$ cat src/rtl/wb_slave_regs.sv
// wb_slave_regs: Wishbone classic responder with a CSR, a 4-deep byte FIFO,
// a scratch register and a status register. Wait states are programmable
// through CSR.WS; every output is driven straight from a flop.
module wb_slave_regs #(
  parameter int ADDR_WIDTH = 2,
  parameter int DATA_WIDTH = 8
) (
  input  logic                  clk_i,
  input  logic                  rst_i,
  input  logic                  cyc_i,
  input  logic                  stb_i,
  input  logic                  we_i,
  input  logic [ADDR_WIDTH-1:0] adr_i,
  input  logic [DATA_WIDTH-1:0] dat_i,
  output logic [DATA_WIDTH-1:0] dat_o,
  output logic                  ack_o,
  output logic                  irq_o
);

  typedef enum logic [1:0] {S_IDLE, S_WAIT, S_ACK, S_DONE} state_t;

  state_t      r_state, w_nextState;
  logic [2:0]  r_cnt, w_nextCnt;
  logic        w_commit;

  logic [1:0]  r_adr;
  logic        r_we;
  logic [7:0]  r_wdat;

  logic        r_ack;
  logic [7:0]  r_dat;
  logic        r_irq;

  logic        r_ie;
  logic [2:0]  r_ws;
  logic [7:0]  r_scratch;

  logic [7:0]  r_fifo [4];
  logic [1:0]  r_rdPtr, r_wrPtr;
  logic [2:0]  r_count;
  logic        r_ovf, r_unf;

  logic        w_req, w_inIdle, w_full, w_empty, w_push;
  logic [1:0]  w_cAdr;
  logic        w_cWe;
  logic [7:0]  w_cWdat, w_rdData, w_stat;

  assign w_req    = cyc_i & stb_i;
  assign w_inIdle = (r_state == S_IDLE);
  // With zero wait states the commit happens on the accepting edge, so the
  // live bus fields are used there; later commits use the latched copy.
  assign w_cAdr   = w_inIdle ? adr_i[1:0] : r_adr;
  assign w_cWe    = w_inIdle ? we_i       : r_we;
  assign w_cWdat  = w_inIdle ? dat_i[7:0] : r_wdat;

  assign w_full   = (r_count == 3'd4);
  assign w_empty  = (r_count == 3'd0);
  assign w_stat   = {1'b0, r_count, r_unf, r_ovf, w_full, w_empty};
  assign w_push   = w_commit & w_cWe & (w_cAdr == 2'd1) & ~w_full;

  assign dat_o = r_dat;
  assign ack_o = r_ack;
  assign irq_o = r_irq;

  // Next-state logic; w_commit marks the edge that enters ACK.
  always_comb begin
    w_nextState = r_state;
    w_nextCnt   = r_cnt;
    w_commit    = 1'b0;
    case (r_state)
      S_IDLE: begin
        if (w_req) begin
          if (r_ws != 3'd0) begin
            w_nextState = S_WAIT;
            w_nextCnt   = r_ws;
          end else begin
            w_nextState = S_ACK;
            w_commit    = 1'b1;
          end
        end
      end
      S_WAIT: begin
        if (!w_req) begin
          w_nextState = S_IDLE;
        end else if (r_cnt == 3'd1) begin
          w_nextState = S_ACK;
          w_commit    = 1'b1;
        end else begin
          w_nextCnt = r_cnt - 3'd1;
        end
      end
      S_ACK: begin
        w_nextState = S_DONE;
      end
      S_DONE: begin
        if (!w_req) w_nextState = S_IDLE;
      end
      default: begin
        w_nextState = S_IDLE;
      end
    endcase
  end

  // Read-data selection for the register being addressed.
  always_comb begin
    w_rdData = 8'h00;
    case (w_cAdr)
      2'd0: w_rdData = {r_ie, 4'b0000, r_ws};
      2'd1: w_rdData = w_empty ? 8'h00 : r_fifo[r_rdPtr];
      2'd2: w_rdData = r_scratch;
      2'd3: w_rdData = w_stat;
      default: w_rdData = 8'h00;
    endcase
  end

  // FSM state and wait-state counter.
  always_ff @(posedge clk_i) begin
    if (rst_i) begin
      r_state <= S_IDLE;
      r_cnt   <= 3'd0;
    end else begin
      r_state <= w_nextState;
      r_cnt   <= w_nextCnt;
    end
  end

  // Capture the request fields when a transfer is accepted.
  always_ff @(posedge clk_i) begin
    if (rst_i) begin
      r_adr  <= 2'd0;
      r_we   <= 1'b0;
      r_wdat <= 8'h00;
    end else if (w_inIdle && w_req) begin
      r_adr  <= adr_i[1:0];
      r_we   <= we_i;
      r_wdat <= dat_i[7:0];
    end
  end

  // Registered bus outputs: one-cycle ack, read data only alongside ack.
  always_ff @(posedge clk_i) begin
    if (rst_i) begin
      r_ack <= 1'b0;
      r_dat <= 8'h00;
      r_irq <= 1'b0;
    end else begin
      r_ack <= w_commit;
      r_dat <= (w_commit && !w_cWe) ? w_rdData : 8'h00;
      r_irq <= r_ie & ~w_empty;
    end
  end

  // FIFO storage; contents need no reset since count gates every read.
  always_ff @(posedge clk_i) begin
    if (w_push) r_fifo[r_wrPtr] <= w_cWdat;
  end

  // Register file, FIFO bookkeeping and sticky flags, all committed on ACK entry.
  always_ff @(posedge clk_i) begin
    if (rst_i) begin
      r_ie      <= 1'b0;
      r_ws      <= 3'd0;
      r_scratch <= 8'h00;
      r_rdPtr   <= 2'd0;
      r_wrPtr   <= 2'd0;
      r_count   <= 3'd0;
      r_ovf     <= 1'b0;
      r_unf     <= 1'b0;
    end else if (w_commit) begin
      if (w_cWe) begin
        case (w_cAdr)
          2'd0: begin
            r_ie <= w_cWdat[7];
            r_ws <= w_cWdat[2:0];
            if (w_cWdat[6]) begin
              r_rdPtr <= 2'd0;
              r_wrPtr <= 2'd0;
              r_count <= 3'd0;
              r_ovf   <= 1'b0;
              r_unf   <= 1'b0;
            end
          end
          2'd1: begin
            if (w_full) begin
              r_ovf <= 1'b1;
            end else begin
              r_wrPtr <= r_wrPtr + 2'd1;
              r_count <= r_count + 3'd1;
            end
          end
          2'd2: r_scratch <= w_cWdat;
          default: ;
        endcase
      end else begin
        case (w_cAdr)
          2'd1: begin
            if (w_empty) begin
              r_unf <= 1'b1;
            end else begin
              r_rdPtr <= r_rdPtr + 2'd1;
              r_count <= r_count - 3'd1;
            end
          end
          2'd3: begin
            r_ovf <= 1'b0;
            r_unf <= 1'b0;
          end
          default: ;
        endcase
      end
    end
  end

endmodule
$ cat config.mk
export PLATFORM = sky130hd
export DESIGN_NAME = wb_slave_regs
export DESIGN_NICKNAME = d
export VERILOG_FILES = /design/src/rtl/wb_slave_regs.sv
export SDC_FILE = /design/constraint.sdc
export NUM_CORES = 1
export LEC_CHECK = 0
export BUFFER_PORTS_ARGS = -buffer_cell sky130_fd_sc_hd__buf_2
export CAP_MARGIN = 20
export CORE_MARGIN = 4
export CORE_UTILIZATION = 57
export CTS_CLUSTER_DIAMETER = 40
export DETAILED_ROUTE_END_ITERATION = 7
export PLACE_DENSITY = 0.76
export SLEW_MARGIN = 10
export SYNTH_ARGS = -nofsm -noshare
export SYNTH_HDL_FRONTEND = slang
export SYNTH_SLANG_ARGS = --single-unit
$ cat constraint.sdc
create_clock -name clk_i -period 2.2 [get_ports clk_i]
set_input_delay 0.22 -clock clk_i [delete_from_list [all_inputs] [get_ports clk_i]]
set_output_delay 0.22 -clock clk_i [all_outputs]
set_load 0.02 [all_outputs]
; ---- Yosys cells after proc, flatten, opt, wreduce, memory -nomap -nowiden
; Memories as Yosys holds them, arrays and structs flattened. A register that Yosys moved wholly into a read port is not among the register bits.
; Cells that the tools add are included.
[classes]
n_addsub = 5
n_eq_ne = 24
n_mux = 47
n_bitwise = 8
n_reduce_logical = 22
[op_table]
columns = cell, n
row1 = one-hot mux 8 bit (4 select lines), 1
row2 = 2-to-1 mux 2 bit, 14
row3 = 2-to-1 mux 3 bit, 9
row4 = AND reduction 5 bit, 5
row5 = 2-to-1 mux 8 bit, 2
row6 = "inequality test 3 bit, second input constant", 5
row7 = 2-to-1 mux 1 bit, 14
row8 = "inequality test 2 bit, second input constant", 6
row9 = one-hot mux 3 bit (2 select lines), 2
row10 = AND reduction 3 bit, 3
row11 = "== test 2 bit, second input constant", 4
row12 = "inequality test 2 x 1 -> 1 bit, second input constant", 4
row13 = one-hot mux 2 bit (4 select lines), 1
row14 = nonzero test 2 bit, 4
row15 = one-hot mux 1 bit (2 select lines), 3
row16 = AND reduction 6 bit, 1
row17 = nonzero test 3 bit, 2
row18 = "subtractor 3 x 1 -> 3 bit, second input constant", 2
row19 = AND 1 bit, 5
row20 = "adder 2 x 1 -> 2 bit, second input constant", 2
row21 = "== test 2 x 1 -> 1 bit, second input constant", 2
row22 = logical NOT 2 bit, 2
row23 = one-hot mux 2 bit (2 select lines), 1
row24 = "adder 3 x 1 -> 3 bit, second input constant", 1
row25 = other kinds (8), 11
[totals]
register_bits = 47
ram_bits = 32
out_inout_bits = 10
n_memories = 1
[mem_list]
columns = memory, words, width, rd, rd_clocked_by_memory_dff, wr, line_no
row1 = r_fifo, 4, 8, 1, 1, 1, 38  ; logic [7:0] r_fifo [4];

; ---- Logic depth before layout (Yosys ltp)
[logic_depth]
ltp_word = 9
mapped_depth = 8
depth_no_buf = 7

; ---- Worst setup path after synthesis
; Ideal clock, no wire load.
[synth_timing]
kind = register -> register
startpoint = register r_state[0]
endpoint = memory r_fifo[0][0] (enable)
arrival_ns = 1.595
required_ns = 1.868
setup_slack_ns = 0.274
path_stages_with_launch = 5
period_less_slack_ns = 1.926
cell_sequence = dfxtp_1 or4_4 a21o_1 nor2_1 and2_1
[synth_via]
elab_chain_len = 7
[synth_lines]
columns = element, line_no
row1 = "start, declared", 22  ; state_t r_state, w_nextState;
row2 = "start signal, assigned", 122  ; r_state <= w_nextState;
row3 = == test 2 x 1 -> 1 bit or logical NOT 2 bit (tied branches), "70, 49"
row4 = one-hot mux 1 bit (2 select lines) (tied with other cells), 70  ; case (r_state)
row5 = AND 1 bit or == test 2 x 1 -> 1 bit (tied branches), 59  ; assign w_push = w_commit & w_cWe & (w_cAdr == 2'd1) & ~w_full;
row6 = AND 1 bit (*) (2 in a row), 59
row7 = 2-to-1 mux 1 bit (*), 155  ; if (w_push) r_fifo[r_wrPtr] <= w_cWdat;
row8 = 2-to-1 mux 1 bit (implied by the code) (*), 155
row9 = "end, declared", 38
; Every way passes the cells marked *; elsewhere a longest branch is shown, timed or not.

; ---- Worst setup path after layout
[layout_timing]
startpoint = register r_state[0]
endpoint = memory r_fifo[0][6] (enable)
; The elaborated chain is that of the path after synthesis.

==> impl_metrics.py <==
metrics = {
    "logic_synthesis": {
        "synth.distinct_cells": 57,
        "ys_seq_area_share_pct": 52.2,
        "yosys_warnings": 0,
        "synth-main-ff-cell": "dfxtp_1",
        "synth-simple-area-share_pct": 16.8,
        "syn_inst": 339,
        "yosys.area_share.xor_xnor_pct": 0,
        "synth.net_count": 363,
        "syn_area_um2": 3720,
        "async_flop_share_pct": 0,
        "synth.area.mux_share_pct": 13.6,
        "avgSynthCellArea_um2": 11.0,
        "synth_compound_area_share_pct": 11.5,
        "synth-adder-area-share_pct": 3.03,
        "synth_edf_count": 32,
        "synth_seq_cells": 81,
        "synth_top_family_by_area": "simple AND/OR/NAND/NOR gates",
    },
    "timing": {
        "period_minus_slack_ns": 2.10,
        "hold_viol_final": 0,
        "finalSetupTns_ns": 0,
        "grt_setup_unrepaired": "no",
        "max_freq_mhz": 477,
        "worst_hold_slack_ns": 0.0983,
        "fin_skew_ns": 0.00958,
        "setup-violations-final": 0,
        "slew_violations": 0,
        "worst_pin_slew_ns": 0.551,
        "relSlewSlack_pct": 63.0,
        "finalCritPeriodShare_pct": 95.3,
    },
    "worst_setup_path": {
        "critPathLaunchType": "flip-flop",
        "r2r-end": "r_fifo[0][6]",
        "path_cells": "or4_4 -> a21o_1 -> nor2_1 -> and2_1 -> buf_12",
        "crit_path_max_incr_delay_ns": 0.58,
        "regToRegStartpoint": "r_state[0]",
        "rrSetupSlack_ns": 0.10,
        "crit_type": "flip-flop to flip-flop",
        "crit_arrival_ns": 2.18,
        "end_kind": "flip-flop",
        "required_ns": 2.28,
        "reg2reg_depth": 5,
        "crit_path_top_delay_cell": "or4_4",
        "critPathMaxFanout": 10,
    },
    "routing": {
        "ant_nets": 0,
        "routed_wl_um": 7900,
        "avgRoutedWirePerCell_um": 17.3,
        "dr_total_vias": 2664,
        "viasPerCell": 5.82,
        "drtIter0Drc": 227,
        "drc": 0,
        "drt_pass1_iterations": 4,
    },
    "clock_network": {
        "cts.path.max_buffers": 2,
        "cts_setup_buffers": 0,
        "cts_tree": "yes",
        "numCtsBuffers": 9,
        "cts-htree-levels": 3,
        "cts.clk_slew.worst_paths_ns": 0.10,
        "ctsRootBufferMaster": "clkbuf_8",
        "cts_sinks": 81,
        "clk_latency_ns": 0.36,
    },
    "global_routing": {
        "grt_pass1_wl_um": 13000,
        "gr-total-overflow": 0,
        "grt_max_degree": 28,
        "antenna_found_initial": 0,
        "grt_pass1_vias": 2642,
        "grt.total_usage_pct": 22.0,
    },
    "final_layout": {
        "diodes": 0,
        "n_fill_cell": 487,
        "final_layout_size_suffix_gt1_share_pct": 24.7,
        "area_delta_synth_final_pct": 13.5,
        "final_nets": 400,
    },
    "power_and_ir_drop": {
        "power.share.sequential_pct": 52.2,
        "irDropWorstVdd_v": 0.000583,
        "p_leak_nw": 1.60,
        "internal-power_mw": 2.20,
        "power.switching_uw": 894,
        "power_density_nw_per_um2": 733,
        "p_comb_share_pct": 12.6,
        "p_clk_share_pct": 35.1,
        "swShare_pct": 28.9,
    },
    "placed_design": {
        "gp_congestion": 0.816,
        "dp_hpwl_um": 5830,
        "io_buffers": 24,
    },
    "floorplan": {
        "dieArea_um2": 7890,
        "die_w_um": 88.8,
        "core_area_um2": 6350,
        "die_y_um": 88.8,
        "ios": 25,
        "std_cell_rows": 29,
        "start_util_pct": 58.6,
    },
    "min_path": {
        "worstHoldPathType": "input port to flip-flop",
        "min_from": "dat_i[1]",
        "whs_path_depth": 3,
        "hold_end": "r_wdat[1]",
    },
    "run": {
        "maxCapViolCount": 0,
    },
    "outcome": {
        "outcome": "finished clean",
    },
}
## logic make-up after synthesis
group | count (synthesis)
AO/OA/AOI/OAI | 63
adder cells (fa/ha/maj) | 9
buffers and inverters | 26
flip-flops | 81
multiplexers | 39
AND/OR/NAND/NOR | 121
## metrics by stage
stage | instances | worst slack [ns] | util [%] | power [mW] | area, µm²
final | 458 | 0.103 | 66.5 | 3.10 | 4230
after global routing | 458 | 0.0322 | 66.5 | 3.23 | 4230
after CTS | 458 | 0.00378 | 66.5 | 3.11 | 4220
after detailed placement | 442 | 0.0346 | 63.3 | 2.04 | 4020
after global placement | 442 | 0.0921 | 63.3 | 2.03 | 4020
after floorplan | 339 | 0.274 | - | 1.91 | 3720
## cell usage after synthesis, types with 2 or more instances
cell	count	area share [%]
buf_2	7	0.94
clkbuf_1	8	0.81
a22oi_1	8	1.6
a21oi_1	21	2.8
nor3b_1	2	0.40
a32o_1	3	0.81
and2_1	6	1.0
o21ai_1	8	1.1
nor3_1	13	1.7
mux4_2	8	4.8
buf_1	2	0.20
nand3b_1	2	0.40
nor2_1	29	2.9
ha_1	9	3.0
dfxtp_1	49	26
nand4_1	4	0.67
nor2b_1	3	0.50
edfxtp_1	32	26
nand2_1	35	3.5
o21ai_0	6	0.81
nor2_2	2	0.34
mux2i_1	17	4.6
or4b_1	2	0.54
nand3_1	3	0.40
nor4_1	2	0.34
inv_1	8	0.81
mux2_2	13	3.9
nand2b_1	8	1.3
## cell type report
cell class | instances | area [µm²] | area share, %
flip-flops and latches | 81 | 1940 | 46.0
multi-input cells | 232 | 1680 | 39.7
repair buffers | 43 | 275 | 6.51
clock buffers | 9 | 124 | 2.93
well taps | 77 | 96.3 | 2.28
clock inverters | 7 | 76.3 | 1.81
inverters | 9 | 33.8 | 0.800
## sequential cells by signal, summed over array words and instances (netlist names), named ones only
signal     cells
ack_o          1
irq_o          1
r_wdat         8
r_wrPtr        2
r_adr          2
r_ws           3
r_fifo        32
r_rdPtr        2
dat_o          8
r_ie           1
r_cnt          3
r_we           1
r_state        2
r_unf          1
r_count        3
r_ovf          1
r_scratch      8
## power groups by stage
stage          logic [mW]  clock network, mW  registers (mW)
3_5_place_dp        0.388                  0            1.65
6_report            0.391               1.09            1.62
4_1_cts             0.390               1.11            1.62
3_3_place_gp        0.382                  0            1.65
5_1_grt             0.431               1.17            1.62
2_1_floorplan       0.266                  0            1.65
## layer usage
metal  vias to the layer above  part of all wire (%)  GRT usage [%]
met1                      1240                    45           30.1
met2                        92                    46           32.9
met3                        17                   7.4           5.59
li1                       1315                     -              -
met4                         0                   2.4           10.4
met5                         -                     0              0
## how the worst max path moves through the flow
stage,startpoint,to,depth (start not counted)
2_1_floorplan,r_state[0],r_fifo[0][0],4
3_3_place_gp,r_state[0],r_fifo[1][3],4
3_5_place_dp,r_state[0],r_fifo[1][3],4
4_1_cts,r_state[0],r_fifo[1][3],4
5_1_grt,r_state[1],r_unf,6
6_report,r_state[0],r_fifo[0][6],5
## critical path, delay by kind of cell, from the launching register on
kind / cells / cell delay (ns)
compound gates: 1 / 0.22
buf+inv: 1 / 0.13
flops: 1 / 0.41
simple gates: 3 / 1.05
## cells in the final DEF (no fill, tap or decap), drive strengths merged, types with 3 or more instances in the layout
cell type  instances
a32o               3
mux2i             17
mux2              14
mux4               8
nand3              4
ha                 9
nor2b              3
nor2              31
o21ai             15
buf               43
nand2             35
dfxtp             49
nor3              14
a21oi             21
nand2b             8
a22oi              8
edfxtp            32
inv               15
and2               6
clkbuf             9
nand4              4
nor4               3
## timing repair
action | in CTS | in global routing
gates resized for setup | 0 | 3
hold buffers | 0 | 0
endpoints found under the hold margin | 0 | 0
setup endpoints to repair | 0 | 24
Note: power is estimated with default switching activity, not from simulation.
